<file path="src/rtl/intr_cfg_seq_pkg.sv">
// Shared definitions for the interrupt-controller priority configuration
// sequencer: default geometry, sequencer state encoding, run mode encoding
// and the APB phase encoding used by the bus master.
package intr_cfg_seq_pkg;

    localparam int DefNumRegs = 16;
    localparam int DefAddrW   = 4;
    localparam int DefDataW   = 4;

    // One-hot sequencer states, in the same style as the other controllers.
    typedef enum logic [5:0] {
        ST_IDLE     = 6'b000001,
        ST_W_SETUP  = 6'b000010,
        ST_W_ACCESS = 6'b000100,
        ST_R_SETUP  = 6'b001000,
        ST_R_ACCESS = 6'b010000,
        ST_DONE     = 6'b100000
    } seqState_e;

    // A run either sweeps the whole table or writes one register.
    typedef enum logic {
        MODE_BULK   = 1'b0,
        MODE_SINGLE = 1'b1
    } seqMode_e;

    typedef enum logic [1:0] {
        PH_IDLE   = 2'd0,
        PH_SETUP  = 2'd1,
        PH_ACCESS = 2'd2
    } apbPhase_e;

endpackage

</file>
<file path="src/rtl/intr_cfg_seq_apb.sv">
// APB master phase engine.
// Accepts one transfer request (issue_i with addr/wdata/write) and drives a
// SETUP cycle followed by ACCESS cycles until pready or until the timeout
// budget is used up.
// Ports:
//   pclk_i, prst_i          clock, synchronous active-low reset
//   issue_i                 load a new transfer; SETUP is driven next cycle
//   addr_i, wdata_i, write_i transfer description
//   pready_i, prdata_i      APB slave response
//   paddr_o, pwdata_o, pwrite_o, penable_o  registered APB request
//   rdata_o                 read data of the completing transfer
//   complete_o              ACCESS cycle in which pready is seen
//   timed_out_o             last allowed ACCESS cycle with pready still low
module apb_master_if
    import intr_cfg_seq_pkg::*;
#(
    parameter int ADDR_W  = DefAddrW,
    parameter int DATA_W  = DefDataW,
    parameter int TIMEOUT = 15,
    parameter int TO_W    = 4
) (
    input  logic              pclk_i,
    input  logic              prst_i,
    input  logic              issue_i,
    input  logic [ADDR_W-1:0] addr_i,
    input  logic [DATA_W-1:0] wdata_i,
    input  logic              write_i,
    input  logic              pready_i,
    input  logic [DATA_W-1:0] prdata_i,
    output logic [ADDR_W-1:0] paddr_o,
    output logic [DATA_W-1:0] pwdata_o,
    output logic              pwrite_o,
    output logic              penable_o,
    output logic [DATA_W-1:0] rdata_o,
    output logic              complete_o,
    output logic              timed_out_o
);

    apbPhase_e         phase_q;
    logic [TO_W-1:0]   waitCnt_q;
    logic              inAccess;

    assign inAccess    = (phase_q == PH_ACCESS);
    assign complete_o  = inAccess && pready_i;
    assign timed_out_o = inAccess && !pready_i && (waitCnt_q == TO_W'(TIMEOUT - 1));
    assign rdata_o     = prdata_i;

    // Phase sequencing. A new issue always wins so the sequencer can chain
    // transfers with no idle cycle. When a transfer ends without a follow-up
    // the bus returns to all-zero. The wait counter counts stalled ACCESS
    // cycles and restarts at every SETUP.
    always_ff @(posedge pclk_i) begin
        if (!prst_i) begin
            phase_q   <= PH_IDLE;
            waitCnt_q <= '0;
            paddr_o   <= '0;
            pwdata_o  <= '0;
            pwrite_o  <= 1'b0;
            penable_o <= 1'b0;
        end else if (issue_i) begin
            phase_q   <= PH_SETUP;
            waitCnt_q <= '0;
            paddr_o   <= addr_i;
            pwdata_o  <= wdata_i;
            pwrite_o  <= write_i;
            penable_o <= 1'b0;
        end else begin
            case (phase_q)
                PH_SETUP: begin
                    phase_q   <= PH_ACCESS;
                    waitCnt_q <= '0;
                    penable_o <= 1'b1;
                end
                PH_ACCESS: begin
                    if (pready_i || timed_out_o) begin
                        phase_q   <= PH_IDLE;
                        paddr_o   <= '0;
                        pwdata_o  <= '0;
                        pwrite_o  <= 1'b0;
                        penable_o <= 1'b0;
                    end else begin
                        waitCnt_q <= waitCnt_q + TO_W'(1);
                    end
                end
                default: begin
                    phase_q   <= PH_IDLE;
                    penable_o <= 1'b0;
                end
            endcase
        end
    end

endmodule

</file>
<file path="src/rtl/intr_cfg_seq.sv">
// APB configuration sequencer for the interrupt controller priority file.
// A start pulse writes every table entry (optionally reading each back and
// comparing); single-register update requests are served between runs.
// Ports:
//   pclk_i, prst_i              clock, synchronous active-low reset
//   start_i, cfg_table_i        bulk run request and the table to program
//   upd_req_i/upd_addr_i/upd_data_i, upd_ack_o  single-register update handshake
//   busy_o, done_o              run in progress / one-cycle end-of-run pulse
//   err_o, err_addr_o, timeout_o  sticky run status, cleared on next accept
//   paddr_o..penable_o, pready_i, prdata_i  APB master port
module intr_cfg_seq
    import intr_cfg_seq_pkg::*;
#(
    parameter int NUM_REGS = DefNumRegs,
    parameter int ADDR_W   = DefAddrW,
    parameter int DATA_W   = DefDataW,
    parameter int VERIFY   = 1,
    parameter int TIMEOUT  = 15,
    parameter int TO_W     = 4
) (
    input  logic                       pclk_i,
    input  logic                       prst_i,
    input  logic                       start_i,
    input  logic [NUM_REGS*DATA_W-1:0] cfg_table_i,
    input  logic                       upd_req_i,
    input  logic [ADDR_W-1:0]          upd_addr_i,
    input  logic [DATA_W-1:0]          upd_data_i,
    output logic                       upd_ack_o,
    output logic                       busy_o,
    output logic                       done_o,
    output logic                       err_o,
    output logic [ADDR_W-1:0]          err_addr_o,
    output logic                       timeout_o,
    output logic [ADDR_W-1:0]          paddr_o,
    output logic                       pwrite_o,
    output logic [DATA_W-1:0]          pwdata_o,
    output logic                       penable_o,
    input  logic                       pready_i,
    input  logic [DATA_W-1:0]          prdata_i
);

    localparam bit DoVerify = (VERIFY != 0);

    seqState_e         state_q;
    seqMode_e          mode_q;
    logic [ADDR_W-1:0] idx_q;
    logic [DATA_W-1:0] table_q [NUM_REGS];
    logic [ADDR_W-1:0] updAddr_q;
    logic [DATA_W-1:0] updData_q;

    logic [ADDR_W-1:0] curAddr_d;
    logic [DATA_W-1:0] curData_d;
    logic [ADDR_W-1:0] nextIdx_d;
    logic              lastReg_d;
    logic              issue_d;
    logic [ADDR_W-1:0] issAddr_d;
    logic [DATA_W-1:0] issData_d;
    logic              issWrite_d;

    logic [DATA_W-1:0] rdata;
    logic              complete;
    logic              timedOut;

    assign curAddr_d = (mode_q == MODE_SINGLE) ? updAddr_q : idx_q;
    assign curData_d = (mode_q == MODE_SINGLE) ? updData_q : table_q[idx_q];
    assign nextIdx_d = idx_q + ADDR_W'(1);
    assign lastReg_d = (mode_q == MODE_SINGLE) || (idx_q == ADDR_W'(NUM_REGS - 1));

    // Transfer requests to the APB engine. They are raised on the same edge
    // the FSM leaves a state so the SETUP cycle follows immediately. On the
    // accepting edge the table and update registers are not loaded yet, so
    // the first transfer takes its values straight from the inputs.
    always_comb begin
        issue_d    = 1'b0;
        issAddr_d  = curAddr_d;
        issData_d  = curData_d;
        issWrite_d = 1'b1;
        case (state_q)
            ST_IDLE: begin
                if (start_i) begin
                    issue_d   = 1'b1;
                    issAddr_d = '0;
                    issData_d = cfg_table_i[DATA_W-1:0];
                end else if (upd_req_i) begin
                    issue_d   = 1'b1;
                    issAddr_d = upd_addr_i;
                    issData_d = upd_data_i;
                end
            end
            ST_W_ACCESS: begin
                if (complete) begin
                    if (DoVerify) begin
                        issue_d    = 1'b1;
                        issWrite_d = 1'b0;
                        issData_d  = '0;
                    end else if (!lastReg_d) begin
                        issue_d   = 1'b1;
                        issAddr_d = nextIdx_d;
                        issData_d = table_q[nextIdx_d];
                    end
                end
            end
            ST_R_ACCESS: begin
                if (complete && !lastReg_d) begin
                    issue_d   = 1'b1;
                    issAddr_d = nextIdx_d;
                    issData_d = table_q[nextIdx_d];
                end
            end
            default: begin
                issue_d = 1'b0;
            end
        endcase
    end

    apb_master_if #(
        .ADDR_W  (ADDR_W),
        .DATA_W  (DATA_W),
        .TIMEOUT (TIMEOUT),
        .TO_W    (TO_W)
    ) u_apb (
        .pclk_i      (pclk_i),
        .prst_i      (prst_i),
        .issue_i     (issue_d),
        .addr_i      (issAddr_d),
        .wdata_i     (issData_d),
        .write_i     (issWrite_d),
        .pready_i    (pready_i),
        .prdata_i    (prdata_i),
        .paddr_o     (paddr_o),
        .pwdata_o    (pwdata_o),
        .pwrite_o    (pwrite_o),
        .penable_o   (penable_o),
        .rdata_o     (rdata),
        .complete_o  (complete),
        .timed_out_o (timedOut)
    );

    // Sequencer FSM with registered status outputs. Start beats a
    // simultaneous update, which simply stays pending until the next IDLE.
    // A timeout abandons the rest of the run; a readback mismatch only
    // records the first failing address and the sweep carries on.
    always_ff @(posedge pclk_i) begin
        if (!prst_i) begin
            state_q    <= ST_IDLE;
            mode_q     <= MODE_BULK;
            idx_q      <= '0;
            updAddr_q  <= '0;
            updData_q  <= '0;
            for (int i = 0; i < NUM_REGS; i++) begin
                table_q[i] <= '0;
            end
            upd_ack_o  <= 1'b0;
            busy_o     <= 1'b0;
            done_o     <= 1'b0;
            err_o      <= 1'b0;
            err_addr_o <= '0;
            timeout_o  <= 1'b0;
        end else begin
            done_o    <= 1'b0;
            upd_ack_o <= 1'b0;
            case (state_q)
                ST_IDLE: begin
                    if (start_i) begin
                        for (int i = 0; i < NUM_REGS; i++) begin
                            table_q[i] <= cfg_table_i[i*DATA_W +: DATA_W];
                        end
                        idx_q      <= '0;
                        mode_q     <= MODE_BULK;
                        err_o      <= 1'b0;
                        err_addr_o <= '0;
                        timeout_o  <= 1'b0;
                        busy_o     <= 1'b1;
                        state_q    <= ST_W_SETUP;
                    end else if (upd_req_i) begin
                        updAddr_q  <= upd_addr_i;
                        updData_q  <= upd_data_i;
                        upd_ack_o  <= 1'b1;
                        mode_q     <= MODE_SINGLE;
                        err_o      <= 1'b0;
                        err_addr_o <= '0;
                        timeout_o  <= 1'b0;
                        busy_o     <= 1'b1;
                        state_q    <= ST_W_SETUP;
                    end
                end
                ST_W_SETUP: begin
                    state_q <= ST_W_ACCESS;
                end
                ST_W_ACCESS, ST_R_ACCESS: begin
                    if (timedOut) begin
                        if (!err_o) begin
                            err_addr_o <= paddr_o;
                        end
                        err_o     <= 1'b1;
                        timeout_o <= 1'b1;
                        done_o    <= 1'b1;
                        state_q   <= ST_DONE;
                    end else if (complete) begin
                        if ((state_q == ST_R_ACCESS) && (rdata != curData_d) && !err_o) begin
                            err_o      <= 1'b1;
                            err_addr_o <= paddr_o;
                        end
                        if ((state_q == ST_W_ACCESS) && DoVerify) begin
                            state_q <= ST_R_SETUP;
                        end else if (lastReg_d) begin
                            done_o  <= 1'b1;
                            state_q <= ST_DONE;
                        end else begin
                            idx_q   <= nextIdx_d;
                            state_q <= ST_W_SETUP;
                        end
                    end
                end
                ST_R_SETUP: begin
                    state_q <= ST_R_ACCESS;
                end
                ST_DONE: begin
                    busy_o  <= 1'b0;
                    state_q <= ST_IDLE;
                end
                default: begin
                    busy_o  <= 1'b0;
                    state_q <= ST_IDLE;
                end
            endcase
        end
    end

endmodule
</file>
<file path="config.mk">
export PLATFORM = sky130hd
export DESIGN_NAME = intr_cfg_seq
export DESIGN_NICKNAME = d
export VERILOG_FILES = /design/src/rtl/intr_cfg_seq_pkg.sv /design/src/rtl/intr_cfg_seq_apb.sv /design/src/rtl/intr_cfg_seq.sv
export SDC_FILE = /design/constraint.sdc
export NUM_CORES = 1
export LEC_CHECK = 0
export CAP_MARGIN = 0
export CELL_PAD_IN_SITES_DETAIL_PLACEMENT = 0
export CELL_PAD_IN_SITES_GLOBAL_PLACEMENT = 1
export CORE_MARGIN = 2
export CORE_UTILIZATION = 46
export DETAILED_ROUTE_END_ITERATION = 12
export HOLD_SLACK_MARGIN = 0.1
export MAX_ROUTING_LAYER = met4
export PLACE_DENSITY_LB_ADDON = 0.1
export SYNTH_ARGS = -nofsm -noshare
export SYNTH_HDL_FRONTEND = slang
export SYNTH_SLANG_ARGS = --single-unit
</file>
<file path="constraint.sdc">
create_clock -name pclk_i -period 10.1 [get_ports pclk_i]
set_input_delay 1.515 -clock pclk_i [delete_from_list [all_inputs] [get_ports pclk_i]]
set_output_delay 1.515 -clock pclk_i [all_outputs]
set_load 0.01 [all_outputs]
</file>
==> results.txt, run 1 <==
The largest fanout on the critical path came out at 65. Across the whole layout, storage elements account for 0.00286 mm^2. The growth of design area from synthesis to finish is 23.0%. For the worst setup path, the data required time is between 10 and 15 ns. The final worst-path cycle share came out at 0.327. For this configuration, the core starts out at a cell density of 0.470. The buffer levels on the longest clock path came out at 2.

The repair_antennas step left the layout with diodes totalling 0. For the final routed database, the setup TNS stands at 0 ns. The post-detailed-placement half-perimeter wirelength is 10.2 mm. The number of enable flip-flop cells after synthesis is 64.

The critical path data arrival time is roughly 3.3 ns. The area of the core came out at 0.0126 mm^2. The portion of the post-synthesis area used by sequential elements is 0.483. The async set or reset register ratio after synthesis came out at 0. The congestion estimate from routability-driven global placement came to 0.877. The global-route usage over all layers is 0.219. By area the synthesized netlist is led by edfxtp_1 (32%), dfxtp_1 (16%), and2_1 (7.4%).

The total wire length is between 10 and 15 mm. The full die area came out at between 0.01 and 0.015 mm^2. The first-pass GRT wire length is approximately 23 mm. The maximum clock skew at final layout is about 0.0084 ns. The number of ports placed on the die boundary came out at 100. The cell chosen for the clock root is clkbuf_16. The initial antenna violation count is 0. The count of final setup violators is 0. The summed instance area of the synthesized netlist came out at about 0.006 mm^2. In this run the worst hold path is classified as flop to flop. The die is about 120 um wide. The DRC violation count after routing is 0.

The via count of the first global-routing pass came to 4,329. Global routing finished with a remaining overflow of 0. The overall via count from detail_route is 4,340. Tracing the worst setup path back leads to its startpoint at start_i.

The first detailed-routing pass took 5 iterations. The launching element type of the critical path is an input port. Clock tree synthesis inserted a total of 9 buffers.

The cell family contributing the most delay on the critical path is buffers and inverters. In the final layout, the share of cells above drive strength 1 is 0.0902. Setup repair after global routing left no endpoint under its margin. Walking the worst path, the cells encountered are clkdlybuf4s50_1, and2_1, nand2b_2, buf_4. The number of max-slew violations in the final report came out at 0. The worst IR drop on VDD came out at ~0.11 mV. The post-synthesis area per instance came out at 11.2 um^2.

The total power per unit cell area is 144 mW/mm^2. Dividing the detail-routed wire length by the instance count gives approximately 18 um. The cell area after placement came out at 0.00700 mm^2. The H-tree depth reported by CTS came out at 3. The multi-input combinational cells in the finished layout cover a total of 0.00289 mm^2. The count of buffers from port buffering is 99.

The final non-filler cell area is 0.00729 mm^2. The worst register-to-register path begins at idx_q[0]. After clock tree synthesis, the clock-pin slew on the worst setup and hold paths is 0.07 ns. The floorplan step set the die height to around 120 um. The yosys synthesis warning count came out at 0. In the routed layout, each cell is associated on average with a via count of 5.47. The TritonCTS sink count is around 110. The final period demand of the worst path is 3.30 ns. The setup path with the least slack is of type input port to flop. Clock latency on the worst-skew pair, taken at its later pin, is 0.36 ns. The number of buffer and inverter stages on the critical path is 2. The maximum cell stage delay along the critical path is 0.64 ns. The flow ran to the end, and the final reports show no timing, DRC or antenna violations. The number of gates resized after CTS is 0.

The largest total area in the synthesized netlist belongs to edfxtp_1. Synthesis produced approximately 530 cells. In this run, post-CTS hold repair placed 0 buffers. For this block, the initial DRC count from the detailed router was 335.

Across the run, the number of max-cap violations was 0. The number of setup buffers added after CTS came out at 0. The startpoint identified for the worst hold timing path is updAddr_q[1]. The final layout contains 700 nets.

The net count after synthesis is between 600 and 700. The final-layout fill cell count is 1,136. Of the post-synthesis cell area, the dominant cell type holds 0.324.

The critical path's slowest cell is buf_4. The post-route antenna net violation count came out at 0. The highest clock frequency the design can meet is between 300 and 400 MHz. The pin count of the biggest net entering global routing came out at 66. STA classifies the critical path endpoint as a flop.

The most common flop cell mapped by yosys is edfxtp_1. The floorplan row count is 41. The number of failing hold endpoints at the final stage is 0. The number of flip-flops and latches in the synthesized netlist came out at 111. Headroom to the max-slew limit came out at 0.326. In this run, distinct cell masters in the synthesized netlist total 62. Summed over all cells, the static leakage comes to around 0.0026 uW. At the pin with the least slew margin, the transition time is 1.01 ns.

TritonCTS built the clock tree.
[synth_stat cells (8+ instances only)]
library cell  instances
and2_1               70
edfxtp_1             64
nand2_1              50
dfxtp_1              47
mux2i_1              42
nor2_1               27
clkbuf_1             20
o21ai_0              14
a21oi_1              12
mux2_1               12
mux4_2               12
nand3_1              11
a21boi_1             10
or3_1                 8
[cell type report]
type	instances	area share
clock buffers	9	0.0309
clock inverters	7	0.00978
inverters	3	0.00154
multi-input cells	387	0.396
flip-flops and latches	111	0.392
well taps	172	0.0295
repair buffers	104	0.140
[path summary, 6_finish.rpt]
path,to,slack [ns],cells past startpoint
max reg2reg,u_apb.pwdata_o[0],7.12,8
min reg2reg,updAddr_q[1],0.46,2
min,updAddr_q[1],0.46,2
max,table_q[15][0],6.80,4
[worst min-delay path, stage by stage, from the launching register on]
cell and delay [ns]:
dfxtp_1 0.31, nand2_1 0.05, a21boi_1 0.05
[cell usage in the layout (no fill, tap or decap), types with 4 or more instances in the layout]
cell type / n
a222oi_1: 4
a22o_1: 7
nor2_1: 27
o22ai_1: 5
clkbuf_16: 9
nand3_1: 11
xor2_1: 4
and3_1: 4
dfxtp_1: 47
nand2_1: 50
and2_1: 70
xnor2_1: 5
mux2i_1: 42
mux2_1: 12
a21boi_1: 10
nor2b_1: 7
mux2_2: 4
mux4_2: 12
nor3_1: 6
nand2b_1: 5
a21oi_1: 12
a22oi_1: 5
buf_4: 5
o221ai_1: 7
o21ai_0: 14
edfxtp_1: 64
o21ai_1: 4
nand3b_1: 7
o2bb2ai_1: 4
or3_1: 8
clkdlybuf4s50_1: 98
[sequential cells by signal, indices dropped and copies added (netlist names), named ones only]
signal	cells
mode_q	1
state_q	6
u_apb.phase_q	2
err_addr_o	4
upd_ack_o	1
done_o	1
updData_q	4
err_o	1
busy_o	1
u_apb.pwrite_o	1
u_apb.waitCnt_q	4
table_q	64
timeout_o	1
u_apb.pwdata_o	4
updAddr_q	4
idx_q	4
u_apb.paddr_o	4
[per-stage QoR]
stage / worst slack [ns] / cells / hold slack [ns] / util / power (uW)
after detailed placement: 6.42 / 777 / 0.453 / 0.555 / 706
after floorplan: 6.33 / 531 / 0.432 / - / 635
after global placement: 6.46 / 777 / 0.442 / 0.555 / 702
after CTS: 6.80 / 793 / 0.463 / 0.578 / 1060
after global routing: 6.70 / 793 / 0.487 / 0.578 / 1100
final: 6.80 / 793 / 0.460 / 0.578 / 1050
[kinds of logic (layout without fill, tap and decap cells)]
logic type               Yosys count  after routing  synth area share
AO/OA/AOI/OAI                     96             96             0.123
AND/OR/NAND/NOR                  205            205             0.186
adder cells (fa/ha/maj)            3              3           0.00633
buffers and inverters             33            123            0.0314
multiplexers                      73             73             0.154
flip-flops                       111            111             0.483
XOR/XNOR                          10             10            0.0160
[power by group]
part           switching (uW)  leakage, uW  internal, uW  total [uW]
sequential               24.1      0.00106           518         542
combinational            72.5      0.00141          81.0         154
clock                     165     0.000140           193         358
total                     262      0.00261           792        1050
[routing by layer]
layer / GRT usage / share of wire
met1: 0.274 / 0.45
met2: 0.350 / 0.48
met3: 0.0615 / 0.057
met4: 0.0610 / 0.013
met5: - / 0
(Power assumes the default switching activity.)
==> run 2: changes to the inputs <==
CORE_UTILIZATION = 38   (was 46)
clock period = 3 ns   (was 10.1 ns; I/O delays follow)
==> run 2 against run 1 <==
Sequential power rose to 3.4 times the previous value. Critical path depth up 4. Non-clock buffer count up 13. Sequential cell count unchanged. Largest power group unchanged. Clock skew down 0.0020 ns. Core utilization down 9.0 points. Hold slack worse by 0.0086 ns. Combinational power rose to 3.5 times the previous value. Cell area up 1.7%. Critical path type is now flop to flop. Wire length up 6.7%. Sequential share of layout area down 0.64 points. Largest cell class unchanged. Critical endpoint is now err_addr_o[2]. Via count up 2.2%.
==> results.txt, run 2 (same netlist as run 1, synthesis figures left out) <==
The via count of the first global-routing pass came out at 4,465 (+3.1%). The clock period could shrink to 2.53 ns. The critical path capture point type is a flop. The via density per instance came out at 5.39 (-1.6%).

The number of setup buffers added after CTS is 0 (unchanged). The first-pass GRT wire length is 24.2 mm (+5.9%). The full die area came out at 0.0166 mm^2 (+20%). The final non-filler cell area was 0.00742 mm^2 (+1.7%). The number of hold-repair buffers added at the cts stage is 0 (unchanged). The H-tree depth reported by CTS is 3 (unchanged).

The total wire length was 15.3 mm (+6.7%). The floorplan row count was 45 (+9.8%). The number of failing hold endpoints at the final stage came to 0 (unchanged). The global routing met1 resource utilization is 0.248 (-0.0266). The required time of the critical path is 3.24 ns (-6.84 ns). The number of flip-flops in the largest register is 64 (unchanged).

The TritonCTS sink count was 111 (unchanged). The total congestion overflow is 0 (unchanged). The maximum clock skew at final layout is 0.00638 ns (-0.00205 ns). STA classifies the critical path startpoint as a flop. The die width came out at 129 um (+9.7%). The transition time at the pin with the least slew margin is 0.788 ns (-0.222 ns).

The number of DRC markers after the initial detailed-route iteration is 339 (+1.2%). The cell area after placement was 0.00714 mm^2 (+2.0%). The CTS clock-pin slew for the worst setup and hold paths is 0.07 ns (about the same). The register with the most flip-flops in the final layout is table_q. The vertical die dimension came out at 129 um (+9.7%).

The post-detailed-placement half-perimeter wirelength came to 11.0 mm (+7.5%). The worst slew slack as a fraction of its limit came to 0.473 (+0.147). The post-route antenna net violation count came out at 0 (unchanged). The global-route usage over all layers is 0.198 (-0.0214). The count of buffers from port buffering is 99 (unchanged). The met2 routing resource usage after global routing is 0.328 (-0.0218). The cell chosen for the clock root is clkbuf_16. The final-layout setup total negative slack is 0 ns (unchanged). The count of TritonRoute iterations in the first routing pass is 4 (-1).

The initial core utilization is 0.390 (-0.0799). The worst IR drop on VDD is 0.281 mV (+150%). Setup repair after global routing left no endpoint under its margin. The max-capacitance violation count came out at 0 (unchanged). The source-to-sink clock delay at the later pin of the worst-skew pair was 0.35 ns (about the same).

The clock buffer count from CTS came out at 9 (unchanged). The final core area utilization is 0.488 (-0.0902). The number of max-slew violations in the final report is 0 (unchanged). The number of ports placed on the die boundary is 100 (unchanged). TritonCTS built the clock tree. The final cell count without fillers was 823 (+3.8%). The met3 usage came out at 0.0333 (-0.0283). The instance count after placement with tap cells included is 806 (+3.7%). The overall via count from detail_route was 4,434 (+2.2%). The largest registers in the layout are table_q x64, state_q x6. The worst setup path is of the flop to flop kind. The final worst-path cycle share came out at 0.843. The highest clock frequency the design can meet is 395 MHz. The DRC violation count after routing was 0 (unchanged). The number of gates resized after CTS came out at 0 (unchanged). After global routing, the most crowded layer is met2. The tightest min-delay check is of the input port to flop type. The weighted congestion reported at the end of routability-driven placement came to 0.882 (+0.55%). The initial antenna violation count came to 1 (+1). From synthesis to final layout, the design area changed by 25.0%.

The startpoint identified for the worst hold timing path is prst_i. The flow ran to the end, and the final reports show no timing, DRC or antenna violations. The average wire length per cell after detail routing is 18.5 um (+2.8%). The count of nets after finishing is 713 (+1.9%). The total power after layout was 3470 uW (+230%). The leakage power figure was 0.00267 uW (+2.5%). The buffer levels on the longest clock path came to 2 (unchanged).

The largest fanout on the critical path is 8 (-88%). The count of final setup violators is 0 (unchanged). The most common cell after layout, fill and taps aside is clkdlybuf4s50_1. The share of post-route cells with drive strength above 1 came out at 0.107 (+0.0171). The total power per unit cell area is 468 mW/mm^2 (+220%). The pin count of the biggest net entering global routing came to 66 (unchanged). The area of the core came to 0.0152 mm^2 (+20%). Leaving out fill and tap cells, the most frequent cells in the layout are clkdlybuf4s50_1 (98), and2_1 (70), edfxtp_1 (64), nand2_1 (50), dfxtp_1 (47). The final-layout fill cell count is 1,420 (+25%). The critical path data arrival time is 2.77 ns (-0.51 ns).
==> run 2: cell count changes in the layout (fill, tap and decap cells not counted), moves of 2 or more <==
cell	change
clkinv_4	+3
clkinvlp_4	-2
buf_12	+2
buf_4	+11
==> run 2: routing by layer <==
metal / vias up / wire length, um / part of all wire
met5: - / 0 / 0
met4: 0 / 288 / 0.019
met3: 22 / 703 / 0.046
met2: 127 / 7490 / 0.49
met1: 2126 / 6770 / 0.44
li1: 2159 / - / -
==> run 2: worst max-delay path: stages (launching register included) <==
cell,delay (ns)
dfxtp_1,0.37
nand2b_1,0.47
o22ai_1,0.20
or3_1,0.38
a32o_1,0.25
o22ai_1,0.23
a211oi_2,0.13
a31oi_2,0.30
o2bb2ai_1,0.09
==> run 2: where the power goes <==
part	internal [uW]	switching (uW)	total, uW
Clock	563	555	1120
Sequential	1740	77.7	1820
Combinational	282	253	536
Total	2590	886	3470
==> run 2: layout make-up <==
class	count	area, um^2	share of cell area
multi-input combinational	387	2890	0.389
timing repair buffer	117	1150	0.155
clock buffer	9	225	0.0304
clock inverter	7	47.5	0.00641
sequential	111	2860	0.386
inverter	3	11.3	0.00152
tap	188	235	0.0317
antenna	1	2.50	0.000337
==> run 2: worst paths after layout <==
kind	endpoint	slack, ns	cells past startpoint
worst min-delay path	err_addr_o[1]	0.45	3
worst max-delay path	err_addr_o[2]	0.47	8
worst min register to register	updAddr_q[1]	0.46	2
worst max register to register	err_addr_o[2]	0.47	8
==> run 2: metrics by stage <==
step / setup slack [ns] / hold WS [ns]
floorplan: 0.425 / 0.432
global placement: 0.385 / 0.440
detailed placement: 0.331 / 0.448
CTS: 0.532 / 0.441
global route: 0.293 / 0.459
finish: 0.470 / 0.452
